`src/rtl/crossbar_dispatch_if.sv`:
```
// Bundle of the dispatch stage's per-port select, input-FIFO, output-link
// and failure signals. The slave modport is the dispatch block itself; the
// master modport is everything around it (router control, FIFOs, downstream).
interface crossbar_dispatch_if #(
  parameter int DATA_W = 40
);
  logic [1:0]        control_x, control_y, control_local;
  logic [DATA_W-1:0] din_x, din_y, din_local;
  logic              empty_x, empty_y, empty_local;
  logic              rd_en_x, rd_en_y, rd_en_local;
  logic [DATA_W-1:0] dout_x, dout_y, dout_local;
  logic              valid_x, valid_y, valid_local;
  logic              ready_x, ready_y, ready_local;
  logic [2:0]        fail;

  modport master (
    output control_x, control_y, control_local,
    output din_x, din_y, din_local,
    output empty_x, empty_y, empty_local,
    output ready_x, ready_y, ready_local,
    input  rd_en_x, rd_en_y, rd_en_local,
    input  dout_x, dout_y, dout_local,
    input  valid_x, valid_y, valid_local,
    input  fail
  );

  modport slave (
    input  control_x, control_y, control_local,
    input  din_x, din_y, din_local,
    input  empty_x, empty_y, empty_local,
    input  ready_x, ready_y, ready_local,
    output rd_en_x, rd_en_y, rd_en_local,
    output dout_x, dout_y, dout_local,
    output valid_x, valid_y, valid_local,
    output fail
  );
endinterface

```
`src/rtl/crossbar_dispatch.sv`:
```
// Output side of the router crossbar: each output port pops the input FIFO
// chosen by its select, registers the flit and offers it on a valid/ready
// link. A port stalled for TIMEOUT cycles drops its flit and latches FAILED.
// Index convention for all internal vectors: 0 = x, 1 = y, 2 = local.
module crossbar_dispatch #(
  parameter int DATA_W  = 40,
  parameter int TIMEOUT = 16
) (
  input  logic               clk,
  input  logic               rst_n,   // active-high asynchronous reset
  crossbar_dispatch_if.slave bus
);

  localparam int N = 3;
  localparam logic [7:0] STALL_LAST = 8'(TIMEOUT - 1);

  typedef enum logic [1:0] {
    S_IDLE,
    S_SEND,
    S_FAILED
  } state_e;

  logic [N-1:0][1:0]        sel;
  logic [N-1:0][DATA_W-1:0] din;
  logic [N-1:0]             empty;
  logic [N-1:0]             ready;

  state_e                   state_q [N];
  state_e                   state_d [N];
  logic [N-1:0][DATA_W-1:0] dout_q, dout_d;
  logic [N-1:0][7:0]        cnt_q, cnt_d;

  logic [N-1:0]             free;
  logic [N-1:0][N-1:0]      gnt;     // gnt[output][input]
  logic [N-1:0]             taken;   // input popped this cycle
  logic [N-1:0]             valid;
  logic [N-1:0]             failed;

  assign sel   = {bus.control_local, bus.control_y, bus.control_x};
  assign din   = {bus.din_local, bus.din_y, bus.din_x};
  assign empty = {bus.empty_local, bus.empty_y, bus.empty_x};
  assign ready = {bus.ready_local, bus.ready_y, bus.ready_x};

  // Request and fixed-priority grant: x, then y, then local claim inputs.
  always_comb begin
    // NOTE: every combinationally written variable gets a default before any
    // conditional assignment; otherwise a path that skips it infers a latch.
    free  = '0;
    gnt   = '0;
    taken = '0;
    for (int o = 0; o < N; o++) begin
      free[o] = (state_q[o] == S_IDLE) || (state_q[o] == S_SEND && ready[o]);
      for (int i = 0; i < N; i++) begin
        if (free[o] && sel[o] == 2'(i + 1) && !empty[i] && !taken[i]) begin
          gnt[o][i] = 1'b1;
          taken[i]  = 1'b1;
        end
      end
    end
  end

  // Per-port FSM next state, flit load and stall counter.
  always_comb begin
    logic [DATA_W-1:0] load;
    for (int o = 0; o < N; o++) begin
      state_d[o] = state_q[o];
      dout_d[o]  = dout_q[o];
      cnt_d[o]   = cnt_q[o];
      load       = '0;
      for (int i = 0; i < N; i++) begin
        if (gnt[o][i]) load = din[i];
      end
      unique case (state_q[o])
        S_IDLE: begin
          if (|gnt[o]) begin
            state_d[o] = S_SEND;
            dout_d[o]  = load;
          end
        end
        S_SEND: begin
          if (ready[o]) begin
            cnt_d[o] = '0;
            if (|gnt[o]) dout_d[o]  = load;    // back-to-back reload
            else         state_d[o] = S_IDLE;
          end else if (cnt_q[o] == STALL_LAST) begin
            state_d[o] = S_FAILED;             // flit is dropped
            dout_d[o]  = '0;
            cnt_d[o]   = '0;
          end else begin
            cnt_d[o] = cnt_q[o] + 8'd1;
          end
        end
        S_FAILED: begin
          // Terminal until reset.
        end
        default: begin
          state_d[o] = S_IDLE;
          cnt_d[o]   = '0;
        end
      endcase
    end
  end

  // Port state, output flit and stall counter registers.
  always_ff @(posedge clk or posedge rst_n) begin
    if (rst_n) begin
      // NOTE: the output flit registers are reset too (not left as don't-care
      // storage) because dout must read zero whenever reset is asserted.
      for (int o = 0; o < N; o++) begin
        state_q[o] <= S_IDLE;
        dout_q[o]  <= '0;
        cnt_q[o]   <= '0;
      end
    end else begin
      // NOTE: non-blocking assignments so every register samples the
      // pre-edge values computed by the combinational blocks.
      for (int o = 0; o < N; o++) begin
        state_q[o] <= state_d[o];
        dout_q[o]  <= dout_d[o];
        cnt_q[o]   <= cnt_d[o];
      end
    end
  end

  // Status decode; FIFO pops are suppressed while reset is held.
  always_comb begin
    for (int o = 0; o < N; o++) begin
      valid[o]  = (state_q[o] == S_SEND);
      failed[o] = (state_q[o] == S_FAILED);
    end
  end

  assign bus.rd_en_x     = taken[0] & ~rst_n;
  assign bus.rd_en_y     = taken[1] & ~rst_n;
  assign bus.rd_en_local = taken[2] & ~rst_n;

  assign bus.dout_x      = dout_q[0];
  assign bus.dout_y      = dout_q[1];
  assign bus.dout_local  = dout_q[2];

  assign bus.valid_x     = valid[0];
  assign bus.valid_y     = valid[1];
  assign bus.valid_local = valid[2];

  assign bus.fail        = failed;

endmodule

```
`src/flat_wrapper.sv`:
```
// flat-port wrapper written by rule: the top's interface ports become plain ports
module crossbar_dispatch_flat 
#(
  parameter int DATA_W  = 40,
  parameter int TIMEOUT = 16
)
  (clk, rst_n, bus_control_x, bus_control_y, bus_control_local, bus_din_x, bus_din_y, bus_din_local, bus_empty_x, bus_empty_y, bus_empty_local, bus_ready_x, bus_ready_y, bus_ready_local, bus_rd_en_x, bus_rd_en_y, bus_rd_en_local, bus_dout_x, bus_dout_y, bus_dout_local, bus_valid_x, bus_valid_y, bus_valid_local, bus_fail);
  crossbar_dispatch_if #(.DATA_W(DATA_W)) bus_i ();
  input  logic clk;
  input  logic rst_n;
  input wire logic [$bits(bus_i.control_x)-1:0] bus_control_x;
  input wire logic [$bits(bus_i.control_y)-1:0] bus_control_y;
  input wire logic [$bits(bus_i.control_local)-1:0] bus_control_local;
  input wire logic [$bits(bus_i.din_x)-1:0] bus_din_x;
  input wire logic [$bits(bus_i.din_y)-1:0] bus_din_y;
  input wire logic [$bits(bus_i.din_local)-1:0] bus_din_local;
  input wire logic [$bits(bus_i.empty_x)-1:0] bus_empty_x;
  input wire logic [$bits(bus_i.empty_y)-1:0] bus_empty_y;
  input wire logic [$bits(bus_i.empty_local)-1:0] bus_empty_local;
  input wire logic [$bits(bus_i.ready_x)-1:0] bus_ready_x;
  input wire logic [$bits(bus_i.ready_y)-1:0] bus_ready_y;
  input wire logic [$bits(bus_i.ready_local)-1:0] bus_ready_local;
  output wire logic [$bits(bus_i.rd_en_x)-1:0] bus_rd_en_x;
  output wire logic [$bits(bus_i.rd_en_y)-1:0] bus_rd_en_y;
  output wire logic [$bits(bus_i.rd_en_local)-1:0] bus_rd_en_local;
  output wire logic [$bits(bus_i.dout_x)-1:0] bus_dout_x;
  output wire logic [$bits(bus_i.dout_y)-1:0] bus_dout_y;
  output wire logic [$bits(bus_i.dout_local)-1:0] bus_dout_local;
  output wire logic [$bits(bus_i.valid_x)-1:0] bus_valid_x;
  output wire logic [$bits(bus_i.valid_y)-1:0] bus_valid_y;
  output wire logic [$bits(bus_i.valid_local)-1:0] bus_valid_local;
  output wire logic [$bits(bus_i.fail)-1:0] bus_fail;
  assign bus_i.control_x = bus_control_x;
  assign bus_i.control_y = bus_control_y;
  assign bus_i.control_local = bus_control_local;
  assign bus_i.din_x = bus_din_x;
  assign bus_i.din_y = bus_din_y;
  assign bus_i.din_local = bus_din_local;
  assign bus_i.empty_x = bus_empty_x;
  assign bus_i.empty_y = bus_empty_y;
  assign bus_i.empty_local = bus_empty_local;
  assign bus_i.ready_x = bus_ready_x;
  assign bus_i.ready_y = bus_ready_y;
  assign bus_i.ready_local = bus_ready_local;
  assign bus_rd_en_x = bus_i.rd_en_x;
  assign bus_rd_en_y = bus_i.rd_en_y;
  assign bus_rd_en_local = bus_i.rd_en_local;
  assign bus_dout_x = bus_i.dout_x;
  assign bus_dout_y = bus_i.dout_y;
  assign bus_dout_local = bus_i.dout_local;
  assign bus_valid_x = bus_i.valid_x;
  assign bus_valid_y = bus_i.valid_y;
  assign bus_valid_local = bus_i.valid_local;
  assign bus_fail = bus_i.fail;
  crossbar_dispatch #(.DATA_W(DATA_W), .TIMEOUT(TIMEOUT)) u_core (.clk(clk), .rst_n(rst_n), .bus(bus_i));
endmodule
```
`config.mk`:
```
export PLATFORM = sky130hd
export DESIGN_NAME = crossbar_dispatch_flat
export DESIGN_NICKNAME = d
export VERILOG_FILES = /design/src/rtl/crossbar_dispatch_if.sv /design/src/rtl/crossbar_dispatch.sv /design/src/flat_wrapper.sv
export SDC_FILE = /design/constraint.sdc
export NUM_CORES = 1
export LEC_CHECK = 0
export CORE_MARGIN = 2
export CORE_UTILIZATION = 41
export DETAILED_ROUTE_END_ITERATION = 8
export PLACE_DENSITY = 0.89
export SYNTH_ARGS = -nofsm -noshare
export SYNTH_HDL_FRONTEND = slang
export SYNTH_SLANG_ARGS = --single-unit
```
`constraint.sdc`:
```
create_clock -name clk -period 5.5 [get_ports clk]
set_clock_uncertainty 0.2 [all_clocks]
set_input_delay 1.1 -clock clk [delete_from_list [all_inputs] [get_ports clk]]
set_output_delay 1.1 -clock clk [all_outputs]
set_load 0.01 [all_outputs]
```
==> results.toml <==
[power]
finalPower_mw = 4.96
p_comb_share_pct = 38.4
p_clk_share_pct = 25.8
peakVddDrop_v = 0.000237
power.density_nw_per_um2 = 455
seq_power_share_pct = 35.8
power_leakage_nw = 4.50
p_sw_share_pct = 32.4
net-switching-power_mw = 1.61
power.internal_mw = 3.35

[min_path]
min-delay-start = "u_core.bus.dout_local[6]"
hp-class = "flip-flop to flip-flop"

[routing]
wl_per_cell_um = 22.8
dr.pass1.iters = 9
detail_route.drc_violations = 9
wl_mm = 26.5
via_count = 7553
via_per_inst = 6.48
drt_iter0_drc = 893
ant_nets = 0

[critical_path]
reg2reg_slack_ns = 2.06
critPathKind = "primary input to output port"
critPathLaunch = "bus_ready_y"
r2r_start = "u_core.state_q[4]"
start_kind = "primary input"
crit_path_end_kind = "output port"
required_ns = 4.20
cp.arrival_ns = 3.32
reg2regPathDepth = 7
r2r_end = "u_core.bus.dout_local[35]"
cp-endpoint = "bus_rd_en_local"
critical_path.max_fanout = 5

[outcome]
violations = "design-rule violations"
status = "finished with violations"

[synthesis]
seq_area_frac_synth_pct = 50.7
syn_inst = 687
yosysTopAreaCellShare_pct = 50.7
synth-xor-area-share_pct = 0.591
synth_edf_count = 0
avgSynthCellArea_um2 = 10.8
synthMuxAreaShare_pct = 0.405
synth-seq-cells = 150
async_reset_ff_share_pct = 100
ys_types = 47
synth_compound_area_share_pct = 31.7
synth_top_area_cell = "dfrtp_1"
synth_area_um2 = 7410
synth-main-ff-cell = "dfrtp_1"
syn_nets = 824
ys_warn_count = 0
yosys.area_share.simple_pct = 12.0
synth_top_family_by_area = "compound AO/OA/AOI/OAI gates"
synth_fa_ha_area_share_pct = 0.507
yosys-top-cells-area = "dfrtp_1, a221o_1, a222oi_1, a22o_1, o2bb2ai_1"

[timing]
whs_ns = 0.293
rsz0062_at_grt = "false"
slew_headroom_pct = 22.6
timing.fmax_mhz = 216
fin_crit_sh_pct = 84.1
min_period_ns = 4.62
setup_viol = 0
slew_violations = 0
tightest_slew_ns = 1.16
hold_viol = 0
finalSetupTns_ns = 0
timing.final.ws_setup_ns = 0.875

[clocking]
clkTransAtPathRegs_ns = 0.06
postCtsSetupBuffers = 0
cts_tree = "built"
ctsHoldBuffers = 0
clkLatencyLatePin_ns = 0.42
clockBufferDepth = 2
cts-resized-gates = 0
cts_sinks = 150
cts_buffers = 17
h-tree-depth = 4
cts_root_buf = "clkbuf_16"

[final_layout]
multi_input_area_um2 = 3410
nets = 1061
antenna_cells = 0
area_delta_synth_final_pct = 47.3
design_area_um2 = 10900
seq_area_um2 = 3750
drive_gt1_share_pct = 7.26
fillerInstances = 1412

[placed_design]
port_buffers = 262
placed_cell_area_um2 = 10300
pre_cts_slack_ns = 0.882
place_congestion = 0.819
dpl.hpwl_mm = 17.3

[floorplanning]
rows = 49
io-pin-count = 263
die_h_um = 138
die_w_um = 138
die_area_um2 = 19200
initial_core_util_pct = 41.5
core_area_um2 = 17800

[grt]
grt_pass1_wl_mm = 42.0
overflow = 0
grt.total_usage_pct = 27.3
grt_pass1_vias = 7735
antenna_found_initial = 0
grt_max_degree = 151

[job]
maxCapViolCount = 0
[worst max-delay path, cell delays in order]
cell,delay (ns)
clkdlybuf4s50_1,0.52
and2b_1,0.20
or4b_1,0.63
or2b_1,0.20
o21a_1,0.12
clkdlybuf4s50_1,0.54
[flip-flops by register name (all words and copies together), names as in the netlist]
| register | flops |
|---|---|
| u_core.bus.dout_local | 40 |
| u_core.bus.dout_x | 40 |
| u_core.bus.dout_y | 40 |
| u_core.cnt_q | 24 |
| u_core.state_q | 6 |
[worst min path at each step]
stage	cells past startpoint	endpoint
CTS	1	u_core.bus.dout_local[39]
finish	1	u_core.bus.dout_local[6]
floorplan	2	u_core.cnt_q[18]
global route	1	u_core.bus.dout_local[5]
global placement	1	u_core.bus.dout_local[6]
detailed placement	1	u_core.bus.dout_local[32]
[power groups by stage]
stage	Combinational (mW)	Clock [mW]	Sequential (mW)
2_1_floorplan	0.685	0	1.88
3_3_place_gp	1.86	0	1.77
3_5_place_dp	1.91	0	1.77
4_1_cts	1.91	1.29	1.77
5_1_grt	2.02	1.34	1.82
6_report	1.91	1.28	1.77
[placed cells by master (no fill, tap or decap), types with 3 or more instances in the layout]
cell type	Yosys	routed
inv_1	7	6
xnor2_1	4	4
and3_1	13	13
buf_4	0	17
nor2_1	46	44
a21oi_1	42	42
ha_1	3	3
o2bb2ai_1	43	43
o21ai_0	17	17
inv_6	0	4
clkdlybuf4s50_1	0	262
a221o_1	41	41
nand3b_1	3	3
nor2b_1	8	7
bufinv_16	0	4
nand2_1	58	58
mux2i_1	3	3
nor4_1	3	3
dfrtp_1	150	150
o31ai_1	4	4
a222oi_1	40	40
nor3b_1	5	5
clkbuf_16	0	17
nand2b_1	7	7
a21o_1	6	6
a221oi_1	39	39
nor3_2	1	4
nand3_1	5	5
a22o_1	44	44
[cell type report]
cell class / count / share of cell area (%)
Clock inverter: 12 / 1.74
Sequential cell: 150 / 34.4
Clock buffer: 20 / 4.09
Inverter: 7 / 0.275
Timing Repair Buffer: 281 / 25.6
Tap cell: 229 / 2.63
Multi-Input combinational cell: 467 / 31.3
[metrics by stage]
stage,utilization (%),std cells
4_1_cts,61.2,1166
3_5_place_dp,57.6,1134
5_1_grt,61.2,1166
6_report,61.2,1166
2_1_floorplan,-,687
3_3_place_gp,57.6,1134
[logic make-up (layout without fill, tap and decap cells)]
| family | count (synthesis) | count (layout) |
|---|---|---|
| xor+xnor | 5 | 5 |
| buf+inv | 70 | 320 |
| flops | 150 | 150 |
| simple gates | 174 | 174 |
| fa+ha+maj | 3 | 3 |
| mux | 3 | 3 |
| compound gates | 282 | 282 |
[per-layer routing]
metal	part of all wire [%]	vias to the layer above	wire, um	global-route usage (%)
li1	-	3233	-	-
met1	37	3659	9860	33.4
met2	49	575	13000	45.1
met3	10	86	2760	6.96
met4	3.4	0	906	13.9
met5	0	-	0	0
[Yosys cell counts (13+ instances only)]
cell type / number
a21oi_1: 42
a221o_1: 41
nor2_1: 46
o2bb2ai_1: 43
dfrtp_1: 150
a222oi_1: 40
clkbuf_1: 52
and3_1: 13
nand2_1: 58
o21ai_0: 17
a221oi_1: 39
a22o_1: 44
(Power assumes the default switching activity.)
